===== config.mk =====
export PLATFORM = sky130hd
export DESIGN_NAME = chimp_sequence_ctrl
export DESIGN_NICKNAME = d
export VERILOG_FILES = /design/src/rtl/chimp_sequence_ctrl.sv
export SDC_FILE = /design/constraint.sdc
export NUM_CORES = 1
export LEC_CHECK = 0
export ABC_AREA = 1
export CAP_MARGIN = 5
export CORE_MARGIN = 2
export CORE_UTILIZATION = 40
export DETAILED_ROUTE_END_ITERATION = 8
export HOLD_SLACK_MARGIN = 0.02
export PLACE_DENSITY_LB_ADDON = 0.12
export REMOVE_ABC_BUFFERS = 1
export SLEW_MARGIN = 20
export SYNTH_ARGS = -nofsm -noshare
export SYNTH_HDL_FRONTEND = slang
export SYNTH_SLANG_ARGS = --single-unit

===== constraint.sdc =====
create_clock -name clk -period 4.9 [get_ports clk]
set_input_delay 0.49 -clock clk [delete_from_list [all_inputs] [get_ports clk]]
set_output_delay 0.49 -clock clk [all_outputs]
set_load 0.02 [all_outputs]

===== src/rtl/chimp_sequence_ctrl.sv =====
// -----------------------------------------------------------------------------
// chimp_sequence_ctrl
//   Control path for the chimp memory game. Loads `level` numbered tiles into
//   the display datapath, waits for the player to start, then checks presses
//   in order 1..level. A clean run advances the level, and clearing MAX_LEVEL
//   wins. A wrong press costs a strike and reloads the same level. Reaching
//   LIVES strikes loses the game.
//
// Ports
//   clk        : system clock, all logic on the rising edge
//   iKey0      : asynchronous active-high reset, returns the block to IDLE
//   iEnter     : one-cycle start/confirm pulse
//   iPressNum  : tile number pressed; 0 means no press this cycle
//   oState     : IDLE=0, LOAD=1, READY=2, CHOOSE=3, LOST=4, WON=5
//   oLoadValid : high in LOAD; the datapath places tile oLoadIdx
//   oLoadIdx   : tile number being loaded in LOAD, else 0
//   oLevel     : current tile count
//   oExpected  : next correct press in CHOOSE, else 0
//   oHide      : tiles blanked (CHOOSE after the first correct press)
//   oStrikes   : wrong presses this game
//   oScore     : highest level cleared this game
//   oLost/oWon : game-over flags
// -----------------------------------------------------------------------------
module chimp_sequence_ctrl #(
    parameter int MAX_LEVEL   = 31,
    parameter int START_LEVEL = 4,
    parameter int LIVES       = 3,
    parameter int PW          = 6
) (
    input  logic          clk,
    input  logic          iKey0,
    input  logic          iEnter,
    input  logic [PW-1:0] iPressNum,
    output logic [2:0]    oState,
    output logic          oLoadValid,
    output logic [PW-1:0] oLoadIdx,
    output logic [PW-1:0] oLevel,
    output logic [PW-1:0] oExpected,
    output logic          oHide,
    output logic [2:0]    oStrikes,
    output logic [PW-1:0] oScore,
    output logic          oLost,
    output logic          oWon
);

    typedef enum logic [2:0] {
        S_IDLE   = 3'd0,
        S_LOAD   = 3'd1,
        S_READY  = 3'd2,
        S_CHOOSE = 3'd3,
        S_LOST   = 3'd4,
        S_WON    = 3'd5
    } state_e;

    localparam logic [PW-1:0] LVL_START  = PW'(START_LEVEL);
    localparam logic [PW-1:0] LVL_MAX    = PW'(MAX_LEVEL);
    localparam logic [PW-1:0] ONE        = PW'(1);
    localparam logic [2:0]    STRIKE_MAX = 3'(LIVES);

    state_e        state_q, state_d;
    logic [PW-1:0] level_q, level_d;
    logic [PW-1:0] idx_q, idx_d;
    logic [PW-1:0] expected_q, expected_d;
    logic [2:0]    strikes_q, strikes_d;
    logic [PW-1:0] score_q, score_d;

    always_comb begin
        // NOTE: every _d starts as its _q so that no path leaves a variable
        // unassigned; that is what keeps this block free of inferred latches.
        state_d    = state_q;
        level_d    = level_q;
        idx_d      = idx_q;
        expected_d = expected_q;
        strikes_d  = strikes_q;
        score_d    = score_q;

        case (state_q)
            S_IDLE: begin
                if (iEnter) begin
                    state_d   = S_LOAD;
                    level_d   = LVL_START;
                    idx_d     = ONE;
                    strikes_d = '0;
                    score_d   = '0;
                end
            end

            // One tile per cycle, so LOAD lasts exactly `level` cycles.
            S_LOAD: begin
                if (idx_q < level_q) begin
                    idx_d = idx_q + ONE;
                end else begin
                    state_d = S_READY;
                end
            end

            S_READY: begin
                if (iEnter) begin
                    state_d    = S_CHOOSE;
                    expected_d = ONE;
                end
            end

            // iEnter is deliberately ignored here; only presses matter.
            S_CHOOSE: begin
                if (iPressNum != '0) begin
                    if (iPressNum == expected_q) begin
                        if (expected_q < level_q) begin
                            expected_d = expected_q + ONE;
                        end else begin
                            // Last tile of the level hit: bank the score.
                            score_d    = level_q;
                            expected_d = '0;
                            if (level_q == LVL_MAX) begin
                                state_d = S_WON;
                            end else begin
                                state_d = S_LOAD;
                                level_d = level_q + ONE;
                                idx_d   = ONE;
                            end
                        end
                    end else begin
                        // Any other nonzero value, including ones above level.
                        strikes_d  = strikes_q + 3'd1;
                        expected_d = '0;
                        if (strikes_d == STRIKE_MAX) begin
                            state_d = S_LOST;
                        end else begin
                            state_d = S_LOAD;
                            idx_d   = ONE;
                        end
                    end
                end
            end

            // level, score and strikes stay put for the display.
            S_LOST, S_WON: begin
                if (iEnter) begin
                    state_d = S_IDLE;
                end
            end

            default: state_d = S_IDLE;
        endcase
    end

    // NOTE: sequential state uses non-blocking assignments so every flop
    // samples its _d from the same pre-edge values.
    always_ff @(posedge clk or posedge iKey0) begin
        if (iKey0) begin
            state_q    <= S_IDLE;
            level_q    <= LVL_START;
            idx_q      <= '0;
            expected_q <= '0;
            strikes_q  <= '0;
            score_q    <= '0;
        end else begin
            state_q    <= state_d;
            level_q    <= level_d;
            idx_q      <= idx_d;
            expected_q <= expected_d;
            strikes_q  <= strikes_d;
            score_q    <= score_d;
        end
    end

    // Moore outputs, decoded from registers only.
    assign oState     = state_q;
    assign oLoadValid = (state_q == S_LOAD);
    assign oLoadIdx   = (state_q == S_LOAD) ? idx_q : '0;
    assign oLevel     = level_q;
    assign oExpected  = (state_q == S_CHOOSE) ? expected_q : '0;
    assign oHide      = (state_q == S_CHOOSE) && (expected_q > ONE);
    assign oStrikes   = strikes_q;
    assign oScore     = score_q;
    assign oLost      = (state_q == S_LOST);
    assign oWon       = (state_q == S_WON);

endmodule

==> metrics, run 1 <==
run status=complete, no violations; Post-Synthesis Cells=315; CP Data Arrival Time=between 2 and 2.5 ns; WL final=between 5000 and 6000 um; Synth top area share=0.328; layout filler cell count=~540; Yosys warnings=0; final layout net count=between 300 and 400; starting density of the core=0.407; DR DRC count=0; LEAKAGE=~1.3 nW; Achievable Freq=around 380 MHz; Clock H-tree levels=2; largest net degree at the start of global routing=31; storage element area=752 um^2; Multi-input gate area=~1300 um^2; critical path type=reg2out; CP startpoint kind=flip-flop; worst slew pin tran=about 0.47 ns; sequential element share of the synthesized area=0.340; CP Capture Type=output pin; mapped cell area=~2200 um^2; Hold Buf Count CTS=0; die height=78.4 um; post-DP HPWL=4040 um; Clock Latency Late Sink=roughly 0.28 ns; layout cells sized above 1=0.0989; TNS Setup=0 ns; R2R depth=10; max cap viols=0; Max FO, Critical Path=19; IO buf count=42; antenna cells=0; Num CTS Buffers=5; final setup fails=0; Distinct cells, synth=31; I/O pins=43; CTS Buffer Depth=2; Root Driver=clkbuf_8; vias in the first global route=1923; clock sinks=30; CP required=4.41 ns; # Post-CTS Setup Buffers=0; PwrDens=approximately 470 nW/um^2; Design Power=between 1 and 1.5 mW; Via density=~4.8; area added between synthesis and finish=26.8%; vias post-DR=around 2.1k; Reg clk slew, reported paths=0.07 ns; row cnt=27; Layout Skew=between 0.006 and 0.007 ns; leading area contributor after synthesis=dfrtp_1; fin. max-slew vios=0; synthesized area per cell=7.03 um^2; fin crit period=between 2 and 3 ns; Worst Hold Class=reg2reg; TritonCTS clock tree=built; Fin. Hold Viols=0; Max transition margin=0.684; antenna-violating nets left=0; Peak VDD IR=about 180 uV; total gr overflow=0; Horiz. Die Dim=between 70 and 80 um; RePlAce Congestion=around 0.87; flops & latches, synth=30; initial antenna violation count=0; RSZ-0062 raised after global routing=no; wire per inst=between 10 and 15 um; First-pass DRT Iterations=4; hold depth=2; fin crit share=0.542; CTS resizes=0; die area=~6000 um^2; Core ar.=5440 um^2; first-pass GRT wire length=roughly 9000 um; total track usage=0.185; Hold WS=roughly 0.49 ns; 1st-iter DRT viols=roughly 130; Synth area leaders=dfrtp_1 (33%), nand2_1 (16%), ha_1 (9.6%)
[registers in the layout, indices dropped and copies added, names as in the netlist]
register and count:
oLevel 6, oState 3, oScore 6, expected_q 6, idx_q 6, oStrikes 3
[cells by family after synthesis]
kind of cell	count (synthesis)	share of synthesized area
buffers and inverters	48	0.0859
xor gates and xnor gates	5	0.0198
AOI/OAI and AO/OA	36	0.0960
DFF	30	0.340
adders and majority gates	17	0.0960
and+or+nand+nor	179	0.363
[report_power, final]
group / internal [mW] / switching (mW)
Sequential: 0.301 / 0.0697
Combinational: 0.251 / 0.485
Clock: 0.113 / 0.0975
[routing by layer]
metal / global-route usage / part of all wire / vias to the layer above
li1: - / - / 1097
met1: 0.261 / 0.50 / 948
met2: 0.287 / 0.44 / 53
met3: 0.0356 / 0.039 / 12
met4: 0.0596 / 0.019 / 0
met5: 0 / 0 / -
[synth_stat cells (all sizes together)]
master  instances
nand2          98
nor4            1
nor3            5
a21oi           9
xor2            4
nand4           9
nor2           50
o21ai          26
dfrtp          29
xnor2           1
nor3b           1
dfstp           1
nand3b          1
ha             17
nand3          14
clkbuf          1
inv            46
buf             1
a21o            1
[final cells by class]
cell class,instances,area share
clock inverter,1,0.00178
sequential,30,0.268
tap,72,0.0321
inverter,46,0.0624
timing repair buffer,43,0.152
clock buffer,7,0.0307
multi-input combinational,237,0.453
[stage by stage]
stage,area (um^2),cells,worst slack (ns),util
after floorplan,2200,313,2.92,-
after global placement,2720,428,2.54,0.500
after detailed placement,2720,428,2.51,0.500
after CTS,2810,436,2.25,0.516
after global routing,2810,436,2.10,0.516
final,2810,436,2.24,0.516
[layout by cell type (no fill, tap or decap)]
master           instances
nor3b_1                  1
nand2_1                 92
a21o_1                   1
o21ai_4                  1
a21oi_2                  1
nand3b_1                 1
nand3_2                  4
ha_1                    17
o21ai_2                  4
o21ai_0                 16
nor4_1                   1
dfstp_2                  1
inv_2                    5
nand3_1                 10
o21ai_1                  5
nor2_2                   2
nor2_4                   1
clkinv_2                 1
xnor2_1                  1
dfrtp_1                 29
nand4_1                  9
a21oi_1                  8
clkbuf_1                 1
nor3_4                   1
clkbuf_8                 6
nor3_1                   4
buf_4                    1
nand2_2                  6
inv_1                   40
clkdlybuf4s50_1         42
nor2_1                  46
xor2_1                   4
nor2_8                   1
inv_4                    1
[path summary, 6_finish.rpt]
| kind | from | endpoint | slack (ns) |
|---|---|---|---|
| max | oState[2]$_DFFE_PP0P_ | oExpected[0] | 2.24 |
| min | oScore[4]$_DFFE_PP0P_ | oScore[4]$_DFFE_PP0P_ | 0.49 |
| max reg2reg | oLevel[4]$_DFFE_PP0P_ | oState[0]$_DFFE_PP0P_ | 2.77 |
| min reg2reg | oScore[4]$_DFFE_PP0P_ | oScore[4]$_DFFE_PP0P_ | 0.49 |
| max in group asynchronous | iKey0 | oLevel[2]$_DFFE_PP1P_ | 3.99 |
| min in group asynchronous | iKey0 | oStrikes[1]$_DFFE_PP0P_ | 0.59 |
[critical path, stage by stage, from the launching register on]
cell and delay (ns):
dfrtp_1 0.44, inv_1 0.11, nand2_2 0.10, nor2_8 0.28, inv_4 0.13, nor2_1 0.18, clkdlybuf4s50_1 0.63
Power figures use the tool's default switching activity.
==> inputs of run 2 (changes only) <==
clock period = 2.25 ns   (was 4.9 ns; I/O delays follow)
==> metrics, run 2 (synthesis gave the netlist of run 1 again) <==
first-pass GRT wire length=9310 um (was 9010 um); fin. max-slew vios=0 (unchanged); IO buf count=42 (unchanged); Hold Buf Count CTS=0 (unchanged); Worst Hold Class=in2async (was reg2reg); Achievable Freq=480 MHz; TNS Setup=0 ns (unchanged); commonest non-fill, non-tap cell in the layout=nand2_1 (unchanged); Largest stage delay, worst path=0.60 ns (was 0.63 ns); Via density=4.67 (was 4.84); clock group share of total power=0.158 (was 0.160); clock sinks=30 (unchanged); vias in the first global route=1940 (was 1923); cell at the slowest stage of the critical path=clkdlybuf4s50_1 (unchanged); First-pass DRT Iterations=4 (unchanged); final non-filler cell total=445 (was 436); max cap viols=0 (unchanged); fin crit period=~2.1 ns; CTS Buffer Depth=2 (unchanged); CP Capture Type=output pin (unchanged); RePlAce Congestion=0.859 (was 0.872); Flop pwr share=0.273 (was 0.281); layout filler cell count=538 (was 539); run status=complete, no violations (unchanged); Hold WS=0.331 ns (was 0.489 ns); DR DRC count=0 (unchanged); row cnt=27 (unchanged); total gr overflow=0 (unchanged); Core ar.=5440 um^2 (unchanged); wire per inst=12.1 um (was 12.3 um); Comb power frac=0.570 (was 0.559); antenna-violating nets left=0 (unchanged); Root Driver=clkbuf_8 (unchanged); fin crit share=0.926; LEAKAGE=1.41 nW (was 1.35 nW); CP required=2.03 ns (was 4.41 ns); 1st-iter DRT viols=84 (was 127); CP startpoint kind=flip-flop (unchanged); Max FO, Critical Path=10 (was 19); Horiz. Die Dim=78.4 um (unchanged); Fin. Hold Viols=0 (unchanged); Max transition margin=0.733 (was 0.684); Placed Cells=437 (was 428); Clock H-tree levels=2 (unchanged); total track usage=0.191 (was 0.185); CP Data Arrival Time=1.86 ns (was 2.17 ns); RSZ-0062 raised after global routing=no (unchanged); final layout net count=398 (was 389); internal power=1.52 mW (was 0.665 mW); WL final=5390 um (was 5380 um); critical path type=reg2out (unchanged); Num CTS Buffers=5 (unchanged); net switching power=1.42 mW (was 0.652 mW); Layout Skew=0.00389 ns (was 0.00610 ns); Reg clk slew, reported paths=0.07 ns (about the same); vias post-DR=2080 (was 2110); Sw Share=0.483 (was 0.495); antenna cells=0 (unchanged); most frequent cells in the layout=nand2_1 (92), nor2_1 (46), clkdlybuf4s50_1 (41), inv_1 (40), dfrtp_1 (28) (was nand2_1 (92), nor2_1 (46), clkdlybuf4s50_1 (42), inv_1 (40), dfrtp_1 (29)); area added between synthesis and finish=30.2% (was 26.8%); PwrDens=1020 nW/um^2 (was 469 nW/um^2); Peak VDD IR=427 uV (was 182 uV); largest net degree at the start of global routing=31 (unchanged); worst slew pin tran=0.401 ns (was 0.471 ns); starting density of the core=0.407 (unchanged); final setup fails=0 (unchanged); # Post-CTS Setup Buffers=0 (unchanged); die area=6150 um^2 (unchanged); post-DP HPWL=4200 um (was 4040 um); CP cell instances=inv_1 > nand2_2 > nor2_8 > inv_4 > nor2_1 > clkdlybuf4s50_1 (unchanged); layout cells sized above 1=0.126 (was 0.0989); TritonCTS clock tree=built (unchanged); initial antenna violation count=0 (unchanged); die height=78.4 um (unchanged); Clock Latency Late Sink=0.28 ns (about the same); I/O pins=43 (unchanged)
[run 2: power groups by stage]
stage	clock (mW)	sequential [mW]	combinational [mW]
5_1_grt	0.499	0.822	1.89
2_1_floorplan	0	0.862	1.04
4_1_cts	0.477	0.797	1.69
3_5_place_dp	0	0.807	1.68
3_3_place_gp	0	0.803	1.67
6_report	0.462	0.799	1.67
[run 2: area by class of cell]
| class | instances | area [um^2] | share of cell area |
|---|---|---|---|
| tap | 72 | 90.1 | 0.0312 |
| timing repair buffer | 52 | 498 | 0.173 |
| inverter | 46 | 175 | 0.0607 |
| clock inverter | 2 | 12.5 | 0.00434 |
| sequential | 30 | 753 | 0.261 |
| clock buffer | 6 | 82.6 | 0.0286 |
| multi-input combinational | 237 | 1270 | 0.441 |
[run 2: stage by stage]
step	area [um^2]	util	power [mW]	setup slack (ns)
6_report	2880	0.530	2.93	0.168
5_1_grt	2880	0.530	3.21	0.0167
4_1_cts	2880	0.530	2.96	0.0765
3_5_place_dp	2790	0.512	2.49	0.131
3_3_place_gp	2790	0.512	2.47	0.126
2_1_floorplan	2200	-	1.90	0.328
[run 2: worst paths after layout]
check	from	end	slack [ns]	depth (start not counted)
max reg2reg	oLevel[2]$_DFFE_PP1P_	oState[0]$_DFFE_PP0P_	0.21	10
max	oState[2]$_DFFE_PP0P_	oExpected[2]	0.17	6
min in group clk	oScore[3]$_DFFE_PP0P_	oScore[3]$_DFFE_PP0P_	0.49	2
min	iKey0	oState[1]$_DFFE_PP0P_	0.33	3
min reg2reg	oScore[3]$_DFFE_PP0P_	oScore[3]$_DFFE_PP0P_	0.49	2
max in group asynchronous	iKey0	oLevel[2]$_DFFE_PP1P_	1.60	3
[run 2: layer usage]
layer  global-route usage  wire [um]  vias up
met3               0.0425        217        5
met5                    0          0        -
met4               0.0474         39        0
met1                0.271       2710      928
li1                     -          -     1111
met2                0.294       2420       36
[run 2: repair_timing]
item,in CTS,in global routing
gates resized for setup,0,2
endpoints found under the setup margin,0,4
hold endpoints to repair,0,0
[run 2: critical path, delay by kind of cell (launching register included)]
family,cells,cell delay [ns]
buffers and inverters,3,0.80
flip-flops,1,0.44
AND/OR/NAND/NOR,3,0.33
